[config.mk]
export PLATFORM = sky130hd
export DESIGN_NAME = fetch_branch_unit
export DESIGN_NICKNAME = d
export VERILOG_FILES = /design/src/rtl/fetch_branch_unit.sv
export SDC_FILE = /design/constraint.sdc
export NUM_CORES = 1
export LEC_CHECK = 0
export ABC_CLOCK_PERIOD_IN_PS = 2600
export CAP_MARGIN = 20
export CORE_UTILIZATION = 42
export DETAILED_ROUTE_END_ITERATION = 8
export PLACE_DENSITY = 0.85
export SYNTH_ARGS = -nofsm -noshare
export SYNTH_HDL_FRONTEND = slang
export SYNTH_SLANG_ARGS = --single-unit
[constraint.sdc]
create_clock -name clk -period 2.6 [get_ports clk]
set_input_delay 0.39 -clock clk [delete_from_list [all_inputs] [get_ports clk]]
set_output_delay 0.39 -clock clk [all_outputs]
set_load 0.02 [all_outputs]
[src/rtl/fetch_branch_unit.sv]
`default_nettype none
// ============================================================================
//  Module   : fetch_branch_unit
//  Purpose  : Instruction fetch and branch resolution for the Simple RISC
//             Machine core. Owns PC and IR, arbitrates the shared memory
//             port between instruction fetch and execute-phase data
//             accesses, and resolves B/Bcc/BL/BX/BLX and HALT.
//  Ports    : clk, reset (sync, active-low)
//             read_data, mem_ready          - memory response
//             mem_cmd, mem_addr             - memory command / address
//             ir, ir_valid                  - current instruction
//             exec_done                     - execute controller finished
//             data_req, data_we, data_addr  - execute-phase data access
//             data_ack                      - data access completed
//             N, V, Z, reg_data             - flags and Rd for BX/BLX
//             link_write, link_value        - R7 link write
//             pc, halted                    - status
//  Revision : 1.0  initial release
// ============================================================================
module fetch_branch_unit #(
   parameter int             AW       = 9,
   parameter int             DW       = 16,
   parameter logic [AW-1:0]  RESET_PC = '0
) (
   input  logic          clk,
   input  logic          reset,
   input  logic [DW-1:0] read_data,
   input  logic          mem_ready,
   output logic [1:0]    mem_cmd,
   output logic [AW-1:0] mem_addr,
   output logic [DW-1:0] ir,
   output logic          ir_valid,
   input  logic          exec_done,
   input  logic          data_req,
   input  logic          data_we,
   input  logic [AW-1:0] data_addr,
   output logic          data_ack,
   input  logic          N,
   input  logic          V,
   input  logic          Z,
   input  logic [AW-1:0] reg_data,
   output logic          link_write,
   output logic [AW-1:0] link_value,
   output logic [AW-1:0] pc,
   output logic          halted
);

   localparam logic [1:0] S_IDLE  = 2'd0;
   localparam logic [1:0] S_FETCH = 2'd1;
   localparam logic [1:0] S_EXEC  = 2'd2;
   localparam logic [1:0] S_HALT  = 2'd3;

   localparam logic [1:0] CMD_NONE  = 2'b00;
   localparam logic [1:0] CMD_READ  = 2'b01;
   localparam logic [1:0] CMD_WRITE = 2'b10;

   localparam logic [AW-1:0] PC_INC = AW'(1);

   logic [1:0]    state;
   logic [AW-1:0] sximm8;
   logic [AW-1:0] branch_pc;
   logic          is_link;
   logic          cond_true;
   logic [2:0]    opcode;

   assign opcode     = ir[15:13];
   assign link_value = pc;   // pc already points past the branch

   // Offset is sign-extended for wide PCs, simply truncated for narrow ones.
   generate
      if (AW > 8) begin : g_sext
         assign sximm8 = {{(AW-8){ir[7]}}, ir[7:0]};
      end else begin : g_trunc
         assign sximm8 = ir[AW-1:0];
      end
   endgenerate

   always_comb begin
      cond_true = 1'b0;
      case (ir[10:8])
         3'b000:  cond_true = 1'b1;
         3'b001:  cond_true = Z;
         3'b010:  cond_true = ~Z;
         3'b011:  cond_true = N ^ V;
         3'b100:  cond_true = (N ^ V) | Z;
         default: cond_true = 1'b0;
      endcase
   end

   // Target PC if this instruction completes now; non-branches keep pc.
   always_comb begin
      branch_pc = pc;
      is_link   = 1'b0;
      if (opcode == 3'b001) begin
         if (cond_true) branch_pc = pc + sximm8;
      end else if (opcode == 3'b010) begin
         case (ir[12:11])
            2'b11: begin branch_pc = pc + sximm8; is_link = 1'b1; end
            2'b00: branch_pc = reg_data;
            2'b10: begin branch_pc = reg_data;    is_link = 1'b1; end
            default: branch_pc = pc;
         endcase
      end
   end

   always_comb begin
      mem_cmd    = CMD_NONE;
      mem_addr   = pc;
      data_ack   = 1'b0;
      ir_valid   = 1'b0;
      link_write = 1'b0;
      halted     = 1'b0;
      case (state)
         S_FETCH: mem_cmd = CMD_READ;
         S_EXEC: begin
            ir_valid   = 1'b1;
            link_write = exec_done & is_link;
            if (data_req) begin
               mem_addr = data_addr;
               mem_cmd  = data_we ? CMD_WRITE : CMD_READ;
               data_ack = mem_ready;
            end
         end
         S_HALT:  halted = 1'b1;
         default: mem_cmd = CMD_NONE;
      endcase
   end

   always_ff @(posedge clk) begin
      if (!reset) begin
         state <= S_IDLE;
         pc    <= RESET_PC;
         ir    <= '0;
      end else begin
         case (state)
            S_IDLE: state <= S_FETCH;
            S_FETCH: begin
               if (mem_ready) begin
                  ir    <= read_data;
                  pc    <= pc + PC_INC;
                  state <= S_EXEC;
               end
            end
            S_EXEC: begin
               // HALT does not wait for the execute controller.
               if (opcode == 3'b111) begin
                  state <= S_HALT;
               end else if (exec_done) begin
                  // A still-pending data access is dropped here.
                  pc    <= branch_pc;
                  state <= S_FETCH;
               end
            end
            default: state <= S_HALT;
         endcase
      end
   end

endmodule
`default_nettype wire

==> impl_metrics.prom, run 1 <==
# TYPE chip_impl_metric gauge
chip_impl_metric{name="post_cts.resized_instances",unit=""} 1
chip_impl_metric{name="clock_latency",unit="ns"} 0.28
chip_impl_metric{name="worstMarginPinSlew",unit="ns"} 0.4746
chip_impl_metric{name="grt_overflow",unit=""} 0
chip_impl_metric{name="stdcell_count",unit=""} 397
chip_impl_metric{name="synth.area.mux_share",unit=""} 0.08281
chip_impl_metric{name="clock_skew",unit="ns"} 0.003329
chip_impl_metric{name="synthToLayoutAreaGrowth",unit="%"} 51.12
chip_impl_info{name="yosysTopAreaCell",value="sky130_fd_sc_hd__dfxtp_1"} 1
chip_impl_metric{name="synth-seq-cells",unit=""} 27
chip_impl_metric{name="dpl.hpwl",unit="um"} 4399
chip_impl_info{name="slowest_stage",value="sky130_fd_sc_hd__clkdlybuf4s50_1"} 1
chip_impl_metric{name="initial_drc_count",unit=""} 175
chip_impl_metric{name="post_drt_via_cell_ratio",unit=""} 5.584
chip_impl_info{name="failed_checks",value="design-rule violations"} 1
chip_impl_info{name="synth.area.top_cells",value="sky130_fd_sc_hd__dfxtp_1, sky130_fd_sc_hd__ha_1, sky130_fd_sc_hd__a21oi_1"} 1
chip_impl_metric{name="fp-row-count",unit=""} 24
chip_impl_metric{name="htree_num_levels",unit=""} 1
chip_impl_metric{name="placer_congestion",unit=""} 0.8774
chip_impl_metric{name="cts_max_path_bufs",unit=""} 2
chip_impl_metric{name="synthesis.nets",unit=""} 316
chip_impl_metric{name="net_count_reported_at_finish",unit=""} 403
chip_impl_info{name="tritoncts",value="built"} 1
chip_impl_metric{name="avgSynthCellArea",unit="um^2"} 7.758
chip_impl_metric{name="critical_path_cell_count",unit=""} 6
chip_impl_metric{name="wl_per_cell",unit="um"} 15.17
chip_impl_metric{name="count_of_different_cell_masters_after_synthesis",unit=""} 51
chip_impl_metric{name="ys.warnings.count",unit=""} 0
chip_impl_metric{name="wire_length_of_the_first_global_routing_pass",unit="um"} 9735
chip_impl_metric{name="placement.io_buffers",unit=""} 91
chip_impl_info{name="top_usage_layer",value="met2"} 1
chip_impl_metric{name="crit_fanout",unit=""} 7
chip_impl_info{name="cts_root_buffer",value="sky130_fd_sc_hd__clkbuf_8"} 1
chip_impl_metric{name="max_cap_viol_count",unit=""} 0
chip_impl_metric{name="path_clk_slew",unit="ns"} 0.10
chip_impl_metric{name="final.fill_count",unit=""} 370
chip_impl_metric{name="timing.slew.headroom",unit=""} 0.6829
chip_impl_metric{name="final_number_of_setup_violating_endpoints",unit=""} 0
chip_impl_metric{name="synth.cell_area",unit="um^2"} 2009
chip_impl_metric{name="timing.setup.tns",unit="ns"} 0
chip_impl_metric{name="powerDensity",unit="nW/um^2"} 469.1
chip_impl_metric{name="die-area",unit="um^2"} 5065
chip_impl_metric{name="antenna_violating_nets_post_route",unit=""} 0
chip_impl_metric{name="yosys.area_share.adder",unit=""} 0.09091
chip_impl_metric{name="cp_slowest_stage_delay",unit="ns"} 0.54
chip_impl_metric{name="synthSimpleGateAreaFrac",unit=""} 0.2379
chip_impl_metric{name="post_cts.repair.setup_buffers",unit=""} 0
chip_impl_info{name="postSynth.topFlopCell",value="sky130_fd_sc_hd__dfxtp_1"} 1
chip_impl_metric{name="cts_hold_buf",unit=""} 0
chip_impl_metric{name="grt_usage",unit=""} 0.2404
chip_impl_metric{name="power_leakage",unit="nW"} 1.177
chip_impl_metric{name="worstPathBufferInverterCount",unit=""} 3
chip_impl_metric{name="slew_viol_final",unit=""} 0
chip_impl_metric{name="number_of_enable_flip_flop_cells_after_synthesis",unit=""} 0
chip_impl_metric{name="drive_gt1_frac",unit=""} 0.09275
chip_impl_info{name="r2r_end",value="link_value[8]"} 1
chip_impl_metric{name="globalRouteMet2Util",unit=""} 0.4233
chip_impl_metric{name="antenna_found_initial",unit=""} 0
chip_impl_metric{name="r2r_slack",unit="ns"} 0.28
chip_impl_info{name="status",value="finished, violations left"} 1
chip_impl_metric{name="pin_count",unit=""} 92
chip_impl_metric{name="yosys.area.top_type_share",unit=""} 0.2690
chip_impl_info{name="holdCritStartpoint",value="ir[11]"} 1
chip_impl_metric{name="hold_slack",unit="ns"} 0.4832
chip_impl_info{name="end_kind",value="output port"} 1
chip_impl_metric{name="floorplan.core_area",unit="um^2"} 4474
chip_impl_metric{name="clock_sink_count",unit=""} 27
chip_impl_metric{name="asyncSetResetFlopFracSynth",unit=""} 0
chip_impl_metric{name="residual_drc_count",unit=""} 6
chip_impl_metric{name="die-width",unit="um"} 71.17
chip_impl_metric{name="tritoncts.num_buffers",unit=""} 3
chip_impl_info{name="synth_top_cells_by_count",value="sky130_fd_sc_hd__nand2_1, sky130_fd_sc_hd__a21oi_1, sky130_fd_sc_hd__nor2_1"} 1
chip_impl_metric{name="compound_gate_portion_of_the_synthesized_area",unit=""} 0.2210
chip_impl_info{name="unrepaired_setup_endpoints_after_global_routing",value="false"} 1
chip_impl_info{name="worstSetupStartpointType",value="register"} 1
chip_impl_metric{name="floorplan.die.height",unit="um"} 71.17
chip_impl_info{name="path_cells",value="inv_1, ha_1, nand2_2, buf_12, mux2_2, clkdlybuf4s50_1"} 1
chip_impl_info{name="holdCritPathClass",value="register to register"} 1
chip_impl_metric{name="dr.pass1.iters",unit=""} 6
chip_impl_metric{name="met3_routing_resource_usage_after_global_routing",unit=""} 0.05271
chip_impl_metric{name="count_of_placed_standard_cells_including_taps",unit=""} 393
chip_impl_metric{name="ff2ff_path_depth",unit=""} 8
chip_impl_metric{name="critPathArrivalTime",unit="ns"} 2.09
chip_impl_metric{name="yosys.area_share.xor_xnor",unit=""} 0.03051
chip_impl_info{name="synth_top_family_by_area",value="simple AND/OR/NAND/NOR gates"} 1
chip_impl_metric{name="global_route.usage.met1",unit=""} 0.2909
chip_impl_metric{name="syn-instance-count",unit=""} 259
chip_impl_metric{name="vias",unit=""} 2217
chip_impl_metric{name="route.final.wire_length",unit="um"} 6022
chip_impl_info{name="crit_family",value="buffers and inverters"} 1
chip_impl_metric{name="diodes",unit=""} 0
chip_impl_metric{name="post-route-period-util",unit=""} 0.9543
chip_impl_info{name="setup.worst_path.start",value="state[0]"} 1
chip_impl_metric{name="period_needed",unit="ns"} 2.481
chip_impl_metric{name="grt_max_degree",unit=""} 26
chip_impl_metric{name="yosysSeqAreaShare",unit=""} 0.2690
chip_impl_info{name="critical_path.endpoint",value="mem_addr[4]"} 1
chip_impl_metric{name="crit_required",unit="ns"} 2.21
chip_impl_metric{name="start_util",unit=""} 0.4491
chip_impl_metric{name="report.final.hold_viol_count",unit=""} 0
chip_impl_metric{name="fmaxAchievable",unit="MHz"} 403.0
chip_impl_metric{name="ir_worst_vdd",unit="V"} 0.0002709
chip_impl_metric{name="first_global_vias",unit=""} 2122
chip_impl_info{name="critical_path.reg2reg.startpoint",value="ir[0]"} 1
chip_impl_info{name="timing_worst_setup_path_type",value="register to output port"} 1
chip_impl_info{name="synth.most_common_cell",value="sky130_fd_sc_hd__nand2_1"} 1
[cells by family (layout without fill, tap and decap cells)]
group | after synthesis | after routing
compound gates | 66 | 66
mux | 15 | 15
fa+ha+maj | 14 | 14
xor+xnor | 7 | 7
flops | 27 | 27
buf+inv | 27 | 113
simple gates | 103 | 103
[flip-flops by register name, indices dropped and copies added (netlist names)]
register    cells
ir             16
link_value      9
state           2
[through the flow]
step	power [mW]	worst slack [ns]	util	cell area, um^2
floorplan	0.8845	0.2645	-	2009
global placement	1.158	0.1360	0.6647	2974
detailed placement	1.172	0.1141	0.6647	2974
CTS	1.426	0.05052	0.6756	3023
global route	1.517	0.008045	0.6787	3037
finish	1.424	0.1187	0.6787	3037
[worst min-delay path: stages (launching register included)]
cell and delay [ns]:
sky130_fd_sc_hd__dfxtp_1 0.34, sky130_fd_sc_hd__nand2_1 0.06, sky130_fd_sc_hd__a21oi_1 0.05
[layer usage]
layer,part of all wire,wire length [um]
met2,0.50,3004
met1,0.40,2410
met4,0.0091,55
met5,0,0
met3,0.092,552
[power by group]
part	total [mW]	switching (mW)	internal (mW)
combinational	0.678	0.354	0.324
clock	0.251	0.143	0.108
sequential	0.495	0.0428	0.452
[worst min path at each step]
stage	to	slack [ns]	cells after the start
floorplan	state[1]	0.51	2
finish	ir[11]	0.48	2
detailed placement	ir[11]	0.47	2
CTS	ir[11]	0.48	2
global placement	ir[0]	0.47	2
global route	ir[11]	0.52	2
[placed cells by master, fill, tap and decap left out, drive strengths merged, types with 2 or more instances in the layout]
cell type / instances
clkdlybuf4s50: 91
nand2: 39
a21oi: 30
nor2: 29
dfxtp: 27
ha: 13
buf: 12
mux2: 10
nand3: 9
o21ai: 7
inv: 6
xnor2: 5
mux2i: 5
and3: 4
nor3b: 4
o211ai: 4
a211oi: 4
nor2b: 3
o31ai: 3
nor3: 3
clkbuf: 3
o21a: 2
and2: 2
xor2: 2
or3: 2
o221a: 2
a31oi: 2
o41ai: 2
[final cells by class]
class	instances	area, um^2	area share
multi-input combinational	205	1348	0.4438
timing repair buffer	103	1013	0.3337
clock inverter	1	5.005	0.001648
inverter	6	22.52	0.007417
sequential	27	541.8	0.1784
tap	52	65.06	0.02143
clock buffer	3	41.29	0.01360
No activity file was read; power rests on OpenSTA's default activity.
==> run 2: changes to the inputs <==
CORE_UTILIZATION = 43   (was 42)
CTS_BUF_LIST = sky130_fd_sc_hd__clkbuf_4   (was default)
PLACE_DENSITY = 0.87   (was 0.85)
==> run 2 against run 1 <==
The flow now finishes without violations. Final area is 1.4% lower. Sequential share of layout area is 0.26 points higher. Flip-flop and latch count unchanged. Global-route usage decreased by 0.86 points. Critical path type unchanged. Critical endpoint is now mem_addr[2].
==> impl_metrics.prom, run 2 (same netlist as run 1, synthesis figures left out) <==
# TYPE chip_impl_metric gauge
chip_impl_metric{name="placement.io_buffers",unit=""} 91
chip_impl_metric{name="drive_gt1_frac",unit=""} 0.08406
chip_impl_metric{name="timing.setup.tns",unit="ns"} 0
chip_impl_metric{name="met3_routing_resource_usage_after_global_routing",unit=""} 0.03608
chip_impl_metric{name="wire_length_of_the_first_global_routing_pass",unit="um"} 9404
chip_impl_metric{name="fp-row-count",unit=""} 24
chip_impl_info{name="worstSetupStartpointType",value="register"} 1
chip_impl_info{name="tritoncts",value="built"} 1
chip_impl_info{name="holdCritStartpoint",value="ir[11]"} 1
chip_impl_info{name="status",value="finished, final reports clean"} 1
chip_impl_metric{name="grt_overflow",unit=""} 0
chip_impl_metric{name="final_number_of_setup_violating_endpoints",unit=""} 0
chip_impl_metric{name="ff2ff_path_depth",unit=""} 8
chip_impl_info{name="whs_endpoint",value="ir[11]"} 1
chip_impl_info{name="holdCritPathClass",value="register to register"} 1
chip_impl_metric{name="multi_input_area",unit="um^2"} 1333
chip_impl_metric{name="die-width",unit="um"} 70.36
chip_impl_metric{name="htree_num_levels",unit=""} 1
chip_impl_info{name="unrepaired_setup_endpoints_after_global_routing",value="false"} 1
chip_impl_metric{name="path_clk_slew",unit="ns"} 0.16
chip_impl_metric{name="antenna_violating_nets_post_route",unit=""} 0
chip_impl_metric{name="worstMarginPinSlew",unit="ns"} 0.3898
chip_impl_metric{name="net_count_reported_at_finish",unit=""} 403
chip_impl_metric{name="r2r_slack",unit="ns"} 0.20
chip_impl_metric{name="period_needed",unit="ns"} 2.512
chip_impl_metric{name="final_core_utilization",unit=""} 0.6780
chip_impl_metric{name="die-area",unit="um^2"} 4951
chip_impl_info{name="path_cells",value="inv_1, ha_1, nand2_1, buf_4, mux2_2, clkdlybuf4s50_1"} 1
chip_impl_metric{name="grt_max_degree",unit=""} 26
chip_impl_metric{name="floorplan.die.height",unit="um"} 70.36
chip_impl_metric{name="whs_path_depth",unit=""} 2
chip_impl_metric{name="start_util",unit=""} 0.4552
chip_impl_metric{name="final_ws_setup",unit="ns"} 0.08776
chip_impl_metric{name="power_leakage",unit="nW"} 1.169
chip_impl_info{name="setup.worst_path.start",value="state[0]"} 1
chip_impl_metric{name="pin_count",unit=""} 92
chip_impl_metric{name="clock_skew",unit="ns"} 0.002846
chip_impl_metric{name="post-route-period-util",unit=""} 0.9662
chip_impl_metric{name="dr.pass1.iters",unit=""} 4
chip_impl_metric{name="global_route.usage.met1",unit=""} 0.2858
chip_impl_metric{name="tritoncts.num_buffers",unit=""} 3
chip_impl_metric{name="report.final.hold_viol_count",unit=""} 0
chip_impl_metric{name="register_area",unit="um^2"} 541.8
chip_impl_metric{name="first_global_vias",unit=""} 2015
chip_impl_metric{name="antenna_found_initial",unit=""} 0
chip_impl_metric{name="dpl.hpwl",unit="um"} 4352
chip_impl_metric{name="diodes",unit=""} 0
chip_impl_metric{name="largest_reg_flops",unit=""} 16
chip_impl_metric{name="residual_drc_count",unit=""} 0
chip_impl_metric{name="layout.cell_area.non_filler",unit="um^2"} 2993
chip_impl_metric{name="floorplan.core_area",unit="um^2"} 4414
chip_impl_info{name="registers.top_by_ff_count",value="ir"} 1
chip_impl_info{name="layout.cells.most_common",value="sky130_fd_sc_hd__clkdlybuf4s50_1"} 1
chip_impl_metric{name="placer_congestion",unit=""} 0.9057
chip_impl_metric{name="post_drt_via_cell_ratio",unit=""} 5.481
chip_impl_metric{name="powerDensity",unit="nW/um^2"} 452.1
chip_impl_metric{name="place_worst_setup_slack",unit="ns"} 0.1890
chip_impl_metric{name="crit_fanout",unit=""} 7
chip_impl_metric{name="grt_usage",unit=""} 0.2319
chip_impl_metric{name="hold_slack",unit="ns"} 0.4878
chip_impl_metric{name="crit_required",unit="ns"} 2.21
chip_impl_info{name="top_usage_layer",value="met2"} 1
chip_impl_metric{name="wl_per_cell",unit="um"} 14.63
chip_impl_metric{name="max_cap_viol_count",unit=""} 0
chip_impl_metric{name="timing.slew.headroom",unit=""} 0.7396
chip_impl_metric{name="synthToLayoutAreaGrowth",unit="%"} 48.94
chip_impl_metric{name="route.final.wire_length",unit="um"} 5807
chip_impl_metric{name="clock_sink_count",unit=""} 27
chip_impl_metric{name="final.fill_count",unit=""} 387
chip_impl_info{name="cts_root_buffer",value="sky130_fd_sc_hd__clkbuf_4"} 1
chip_impl_metric{name="critPathArrivalTime",unit="ns"} 2.12
chip_impl_metric{name="clock_latency",unit="ns"} 0.33
chip_impl_info{name="r2r_end",value="link_value[8]"} 1
chip_impl_metric{name="slew_viol_final",unit=""} 0
chip_impl_info{name="critical_path.reg2reg.startpoint",value="ir[0]"} 1
chip_impl_metric{name="vias",unit=""} 2176
chip_impl_metric{name="fmaxAchievable",unit="MHz"} 398.1
chip_impl_metric{name="cp_slowest_stage_delay",unit="ns"} 0.53
chip_impl_metric{name="initial_drc_count",unit=""} 156
chip_impl_metric{name="cts_max_path_bufs",unit=""} 2
chip_impl_metric{name="ir_worst_vdd",unit="V"} 0.0002556
chip_impl_info{name="timing_worst_setup_path_type",value="register to output port"} 1
chip_impl_metric{name="post_cts.repair.setup_buffers",unit=""} 0
chip_impl_metric{name="globalRouteMet2Util",unit=""} 0.4138
chip_impl_info{name="end_kind",value="output port"} 1
chip_impl_info{name="most-common-layout-cells",value="sky130_fd_sc_hd__clkdlybuf4s50_1, sky130_fd_sc_hd__nand2_1, sky130_fd_sc_hd__a21oi_1"} 1
chip_impl_metric{name="postPlaceCellArea",unit="um^2"} 2962
chip_impl_info{name="slowest_stage",value="sky130_fd_sc_hd__clkdlybuf4s50_1"} 1
## run 2: layout make-up
cell class              instances  share of cell area
inverters                       6            0.007525
multi-input cells             205              0.4452
clock inverters                 1            0.001672
clock buffers                   3            0.007525
flip-flops and latches         27              0.1810
repair buffers                103              0.3353
well taps                      52             0.02174
## run 2: per-stage QoR
step / std cells / total power [mW]
6_report: 397 / 1.353
5_1_grt: 397 / 1.431
4_1_cts: 397 / 1.353
3_5_place_dp: 393 / 1.167
3_3_place_gp: 393 / 1.147
2_1_floorplan: 259 / 0.8845
## run 2: timing repair
action | CTS | global route
setup endpoints to repair | 0 | 9
endpoints found under the hold margin | 0 | 0
resized for setup | 0 | 2
hold buffers | 0 | 0
## run 2: worst max path at each step
stage	slack [ns]	end	depth (start not counted)
after floorplan	0.26	link_value[8]	8
after global placement	0.24	link_value[0]	7
after detailed placement	0.19	link_value[0]	7
after CTS	0.02	mem_addr[2]	6
after global routing	0.002	mem_addr[2]	6
final	0.09	mem_addr[2]	6
## run 2: critical path: cells and delay by family, from the launching register on
family / cells / cell delay, ns
buf+inv: 3 / 0.75
flops: 1 / 0.40
mux: 1 / 0.34
fa+ha+maj: 1 / 0.21
simple gates: 1 / 0.09
## run 2: power breakdown
| part | total (mW) | internal (mW) | switching (mW) | leakage (nW) |
|---|---|---|---|---|
| clock network | 0.191 | 0.0578 | 0.133 | 0.0177 |
| logic | 0.664 | 0.319 | 0.344 | 0.931 |
| registers | 0.498 | 0.453 | 0.0455 | 0.220 |
## run 2: per-layer routing
layer / vias to the layer above / wire (um)
met5: - / 0
met3: 6 / 371
li1: 1092 / -
met1: 993 / 2449
met2: 85 / 2923
met4: 0 / 63
